**src/rtl/fifo_flush_pkg.sv**
```systemverilog
// Shared definitions for the nibble FIFO flush path (writer, FIFO, reader).
package fifo_flush_pkg;

   localparam int NIB_W      = 4;
   localparam int FIFO_DEPTH = 32;
   localparam logic [NIB_W-1:0] PAD_NIBBLE = 4'hC;

   typedef enum logic {
      IDLE  = 1'b0,
      SHIFT = 1'b1
   } state_t;

endpackage

```
**src/rtl/fifo_nibble_writer.sv**
```systemverilog
// Write-side feeder for the nibble FIFO. Takes 32-bit words over valid/ready,
// serialises them LSB nibble first onto the FIFO write port, and chains
// back-to-back words with no bubble.
//
//   state | meaning
//   ------+-----------------------------------------------------------
//   IDLE  | no word held; ready for a new word unless abort is high
//   SHIFT | word held in shreg; one nibble written per non-full cycle
module fifo_nibble_writer #(
   parameter int DATA_W = 32,
   parameter int NIB_W  = 4,
   parameter int CNT_W  = 16
) (
   input  logic              wclock,
   input  logic              reset,
   input  logic              in_valid_i,
   input  logic [DATA_W-1:0] in_data_i,
   input  logic              in_last_i,
   output logic              in_ready_o,
   input  logic              abort_i,
   input  logic              fifo_full_i,
   output logic              fifo_wr_valid_o,
   output logic [NIB_W-1:0]  fifo_wr_data_o,
   output logic              pkt_done_o,
   output logic              busy_o,
   output logic [CNT_W-1:0]  word_count_o
);
   import fifo_flush_pkg::state_t;
   import fifo_flush_pkg::IDLE;
   import fifo_flush_pkg::SHIFT;

   localparam int NIBS  = DATA_W / NIB_W;
   localparam int IDX_W = (NIBS > 1) ? $clog2(NIBS) : 1;
   localparam logic [IDX_W-1:0] IDX_LAST = IDX_W'(NIBS - 1);

   state_t            state;
   state_t            state_nx;
   logic [DATA_W-1:0] shreg;
   logic [IDX_W-1:0]  idx;
   logic              last_q;
   logic              pkt_done_q;
   logic [CNT_W-1:0]  word_cnt;
   logic              wr_fire;
   logic              final_write;
   logic              ready;
   logic              accept;

   // State register.
   always_ff @(posedge wclock or negedge reset) begin
      if (!reset) begin
         state <= IDLE;
      end else begin
         state <= state_nx;
      end
   end

   // Next state, write strobe and ready; abort overrides everything.
   always_comb begin
      state_nx    = state;
      wr_fire     = 1'b0;
      final_write = 1'b0;
      ready       = 1'b0;
      case (state)
         IDLE: begin
            ready = !abort_i;
            if (in_valid_i && !abort_i) begin
               state_nx = SHIFT;
            end
         end
         SHIFT: begin
            wr_fire     = !fifo_full_i && !abort_i;
            final_write = wr_fire && (idx == IDX_LAST);
            // Ready on the last nibble lets the next word load with no bubble.
            ready       = final_write;
            if (final_write && !in_valid_i) begin
               state_nx = IDLE;
            end
         end
         default: state_nx = IDLE;
      endcase
      if (abort_i) begin
         state_nx = IDLE;
      end
   end

   assign accept = in_valid_i && ready;

   // Shift register, nibble index, packet-end flag, done pulse and word count.
   always_ff @(posedge wclock or negedge reset) begin
      if (!reset) begin
         shreg      <= '0;
         idx        <= '0;
         last_q     <= 1'b0;
         pkt_done_q <= 1'b0;
         word_cnt   <= '0;
      end else if (abort_i) begin
         // The in-flight word is dropped; the count of accepted words stands.
         shreg      <= '0;
         idx        <= '0;
         last_q     <= 1'b0;
         pkt_done_q <= 1'b0;
      end else begin
         pkt_done_q <= final_write && last_q;
         if (accept) begin
            shreg    <= in_data_i;
            last_q   <= in_last_i;
            idx      <= '0;
            word_cnt <= word_cnt + CNT_W'(1);
         end else if (wr_fire) begin
            shreg <= shreg >> NIB_W;
            idx   <= final_write ? '0 : idx + IDX_W'(1);
         end
      end
   end

   assign in_ready_o      = ready;
   assign fifo_wr_valid_o = wr_fire;
   assign fifo_wr_data_o  = shreg[NIB_W-1:0];
   assign pkt_done_o      = pkt_done_q;
   assign busy_o          = (state != IDLE);
   assign word_count_o    = word_cnt;

endmodule
```
**config.mk**
```make
export PLATFORM = sky130hd
export DESIGN_NAME = fifo_nibble_writer
export DESIGN_NICKNAME = d
export VERILOG_FILES = /design/src/rtl/fifo_flush_pkg.sv /design/src/rtl/fifo_nibble_writer.sv
export SDC_FILE = /design/constraint.sdc
export NUM_CORES = 1
export LEC_CHECK = 0
export ABC_CLOCK_PERIOD_IN_PS = 2210
export CAP_MARGIN = 20
export CORE_AREA = 8 8 85 87
export CTS_CLUSTER_DIAMETER = 150
export CTS_CLUSTER_SIZE = 20
export DETAILED_ROUTE_END_ITERATION = 10
export DIE_AREA = 0 0 93 95
export GPL_ROUTABILITY_DRIVEN = 0
export PLACE_DENSITY = 0.82
export SLEW_MARGIN = 20
export SYNTH_ARGS = -nofsm -noshare
export SYNTH_HDL_FRONTEND = slang
export SYNTH_SLANG_ARGS = --single-unit
```
**constraint.sdc**
```tcl
create_clock -name wclock -period 2.21 [get_ports wclock]
set_input_delay 0.221 -clock wclock [delete_from_list [all_inputs] [get_ports wclock]]
set_output_delay 0.221 -clock wclock [all_outputs]
set_load 0.02 [all_outputs]
```
* Yosys cells after proc, flatten, opt, wreduce, memory -nomap -nowiden
Cells that the tools add are included.
** Cells by class
- $add $sub $neg :: 2
- Multipliers :: 0
- Div/mod/pow operators :: 0
- $lt $le $gt $ge :: 0
- Equality and inequality tests :: 1
- Shift-type cells :: 0
- Muxes and demuxes :: 17
- Bitwise gates (word level) :: 2
- Reduce and logical (&&, ||, !) cells :: 12
** Operator list (count)
- $mux 32 :: 3
- $add 16x1->16 const B :: 1
- $mux 3 :: 4
- $mux 1 :: 8
- $logic_and 1x1->1 :: 6
- $pmux 1 s2 :: 2
- $add 3x1->3 const B :: 1
- $eq 3x3->1 const B :: 1
- $logic_not 1->1 :: 3
- $reduce_bool 3->1 :: 1
- $not 1->1 :: 2
- $reduce_and 2->1 :: 1
- $reduce_bool 2->1 :: 1
** Word-level totals
- Flip-flop bits (word level) :: 54
- Latch bits :: 0
- Memory bits (writable) :: 0
- Memory bits (read-only) :: 0
- Input port bits :: 38
- Output and inout port bits :: 24
- Word-level logic and storage cells :: 40
- Memories kept :: 0

* Logic depth before layout (Yosys ltp)
- Depth after elaboration :: 8
- Gate-level depth with buffers :: 7
- Gate-level depth less buffers :: 6

* Worst setup path after synthesis
Ideal clock, no wire load.
- Path kind :: register -> register
- Start :: reg idx[0]
- End :: reg shreg[19]
- Arrival time :: 1668 ps
- Data required time :: 2087 ps
- Path slack :: 420 ps
- Cell stages (with the launch flop) :: 7
- Path buffers :: 1
- Period minus slack after synthesis :: 1790 ps
- Cells stage by stage :: dfrtp_1 -> ha_1 -> ha_1 -> nand2_1 -> clkbuf_1 -> a31oi_1 -> o221a_2
** Between the ends
- Longest elaborated chain between the ends :: 6
** RTL lines
- start, declared :: line fifo_nibble_writer.sv:39 : logic [IDX_W-1:0] idx;
- start signal, assigned :: line fifo_nibble_writer.sv:111 : idx <= final_write ? '0 : idx + IDX_W'(1);
- $eq 3x3->1 * :: line fifo_nibble_writer.sv:72 : final_write = wr_fire && (idx == IDX_LAST);
- $logic_and 1x1->1 * :: line fifo_nibble_writer.sv:72
- $pmux 1 s2 * :: line fifo_nibble_writer.sv:63 : case (state)
- $logic_and 1x1->1 * :: line fifo_nibble_writer.sv:86 : assign accept = in_valid_i && ready;
- $mux 32 :: line fifo_nibble_writer.sv:104 : if (accept) begin
- $mux 32 :: line fifo_nibble_writer.sv:96 : end else if (abort_i) begin
- end signal, assigned :: line fifo_nibble_writer.sv:105 : shreg <= in_data_i;
- end signal, assigned :: line fifo_nibble_writer.sv:110 : shreg <= shreg >> NIB_W;
- end, declared :: line fifo_nibble_writer.sv:38 : logic [DATA_W-1:0] shreg;
Mark *: on every way between the ends. The rest lies on a longest branch, timed or not.
A chain may end at the register's enable or synchronous reset.

* Worst setup path after layout
- Start :: reg state (netlist: busy_o)
- End :: out fifo_wr_valid_o
** Between the ends
- Longest elaborated chain between the ends :: 1
** RTL lines
- start, declared :: line fifo_nibble_writer.sv:36 : state_t state;
- start signal, assigned :: line fifo_nibble_writer.sv:53 : state <= state_nx;
- $mux 1 :: line fifo_nibble_writer.sv:63
- end, declared :: line fifo_nibble_writer.sv:22 : output logic fifo_wr_valid_o,
Every way passes these cells.

==> impl_metrics.tcl <==
set metrics [dict create \
    final_common_cell "nor2_1" \
    drv_cap 0 \
    grt_pass1_wl_um 11800 \
    wl_per_cell_um 15.7 \
    worstSetupEndpointType "primary output" \
    p_leak_uw 0.00169 \
    htree_levels 2 \
    synth_xor_area_share_pct 4.58 \
    firstDrtPassIters 5 \
    grt_setup_unrepaired "false" \
    cts_num_sinks 54 \
    area_growth_pct 28.5 \
    synth_area_leader_cell "dfrtp_1" \
    finalCriticalPeriod_ns 2.05 \
    outcome "finished, final reports clean" \
    antenna_found_initial 0 \
    clock_latency_ns 0.30 \
    ir_drop_mv 0.373 \
    synth_nets 354 \
    post_synth.cell_area_avg_sq_um 9.17 \
    dpl.cell_count 437 \
    required_ns 1.99 \
    drtIter0Drc 206 \
    coreArea_sq_um 5820 \
    syn-cell-area_sq_um 2870 \
    hpwlAfterDp_um 5100 \
    netlist_top_cells_area "dfrtp_1 47%, nor2_1 9.5%, o221a_2 9.0%" \
    crit_type "flop to primary output" \
    netlist_instances 313 \
    cts_tree "yes" \
    yosysSeqAreaShare_pct 47.1 \
    crit_fanout 8 \
    n_fill_cell 508 \
    yosys.area_share.adder_pct 1.31 \
    instances_no_fill 446 \
    synth-simple-area-share_pct 18.3 \
    p_per_area_nw_per_um2 646 \
    die_y_um 95 \
    drive_gt1_share_pct 13.2 \
    grt_pass1_vias 2427 \
    max_freq_ghz 0.489 \
    clk_path_buf_depth 2 \
    grt-ovfl-total 0 \
    hold_violations 0 \
    yosys_warnings 0 \
    synth_compound_area_share_pct 19.0 \
    layout_common_cells "73 x nor2_1, 59 x clkdlybuf4s50_1, 54 x dfrtp_1, 27 x inv_1" \
    hold_path_class "primary input to async pin" \
    postRouteAntennaNets 0 \
    drc 0 \
    clkTransAtPathRegs_ns 0.09 \
    yosys.cell_types.count 34 \
    setup_tns_ns 0 \
    synth-seq-cells 54 \
    arrival_ns 1.82 \
    critPathLaunchType "flop" \
    finalSetupViolations 0 \
    report.final.slew_viol_count 0 \
    io_pins 62 \
    fin_crit_sh_pct 92.6 \
    cts_setup_buffers 0 \
    yosysTopAreaCellShare_pct 47.1 \
    n_antenna_cell 0 \
    synth_top_family_by_area "compound AO/OA/AOI/OAI gates" \
    portBuffers 61 \
    drt-total-wl_um 7020 \
    start_util_pct 49.4 \
    rows 28 \
    routed-via-count 2486 \
    die_w_um 93 \
    nNetsFinal 411 \
    root_buffer "clkbuf_8" \
    yosys-mux-area-fraction_pct 2.14 \
    cts_made_buffers 5 \
    track_usage_pct 16.3 \
    worst_pin_slew_ns 0.576 \
    grt_start_max_net_pins 47 \
    viasPerCell 5.57 \
    relSlewSlack_pct 61.6 \
    die_area_sq_um 8840 \
    fin_skew_ns 0.00781 \
]
[state kept, by name, indices dropped and copies added, names as in the netlist]
| name | flops |
|---|---|
| last_q | 1 |
| word_count_o | 16 |
| busy_o | 1 |
| idx | 3 |
| pkt_done_o | 1 |
| shreg | 32 |
[power by group]
| part | internal [uW] | switching, uW |
|---|---|---|
| clock network | 334 | 320 |
| registers | 1080 | 89.1 |
| logic | 283 | 276 |
[final timing paths]
path                                  start          endpoint  slack (ns)  cells after the start
min in group wclock            in_data_i[2]          shreg[2]        0.49                      3
hold / removal                        reset  word_count_o[11]        0.44                      2
max in group asynchronous             reset         shreg[22]        1.21                      3
setup / recovery                     busy_o   fifo_wr_valid_o        0.16                      4
hold reg to reg            word_count_o[13]  word_count_o[13]        0.50                      1
setup reg to reg                     idx[0]  word_count_o[14]        0.24                      6
[Yosys cell counts]
cell and n:
buf_2 2, a2111oi_4 1, buf_4 4, nand2b_4 1, nand4_1 2, or3_1 1, and4_1 2, o221a_2 23
nand3_1 4, dfrtp_1 54, and3b_1 1, mux2i_1 5, clkbuf_1 14, a22o_1 5, nor3_1 3, and4b_1 1
o21ai_0 9, ha_1 3, buf_1 3, a211oi_2 1, xor2_1 7, buf_6 1, and2_1 2, nand2_1 18
a31oi_1 23, mux2_2 1, xnor2_1 8, and3_1 3, or2_2 1, nor2b_1 2, a21oi_1 3, inv_1 27
nand2b_1 5, nor2_1 73
[routing by layer]
layer  track usage (%)  vias to the layer above  share of wire (%)  wire (um)
met2              26.9                       80                 51       3560
li1                  -                     1183                  -          -
met3              3.65                       11                6.0        419
met1              20.6                     1212                 42       2920
met4              5.91                        0                1.6        112
met5                 0                        -                  0          0
[cell families (layout without fill, tap and decap cells)]
family                     after synthesis  after routing
DFF                                     54             54
AOI/OAI and AO/OA                       65             65
buffers and inverters                   51            109
adders and majority gates                3              3
muxes                                    6              6
and+or+nand+nor                        119            119
xor gates and xnor gates                15             15
[repair_timing]
item,in CTS,in global routing
setup endpoints to repair,1,0
gates resized for setup,1,0
hold buffers,1,0
hold endpoints to repair,24,0
[critical path, cell delays in order, from the launching register on]
cell and delay [ns]:
dfrtp_1 0.53, nor2b_1 0.22, nand2b_1 0.11, inv_1 0.07, clkdlybuf4s50_1 0.60
[through the flow]
step	worst slack (ns)	total power [uW]	area (sq um)	hold WS (ns)	util (%)
finish	0.164	2380	3690	0.440	63.4
global route	0.0453	2500	3690	0.484	63.4
CTS	0.142	2390	3690	0.471	63.4
detailed placement	0.231	1750	3570	0.256	61.4
global placement	0.254	1730	3570	0.246	61.4
floorplan	0.420	1470	2870	-0.0746	-
[cell type report]
type	instances	area, sq um	share of cell area, %
clock inverter	3	40.0	1.09
multi-input combinational	208	1300	35.3
clock buffer	5	68.8	1.87
inverter	27	101	2.75
sequential	54	1350	36.6
tap	75	93.8	2.54
timing repair buffer	74	729	19.8
Note: power is estimated with default switching activity, not from simulation.
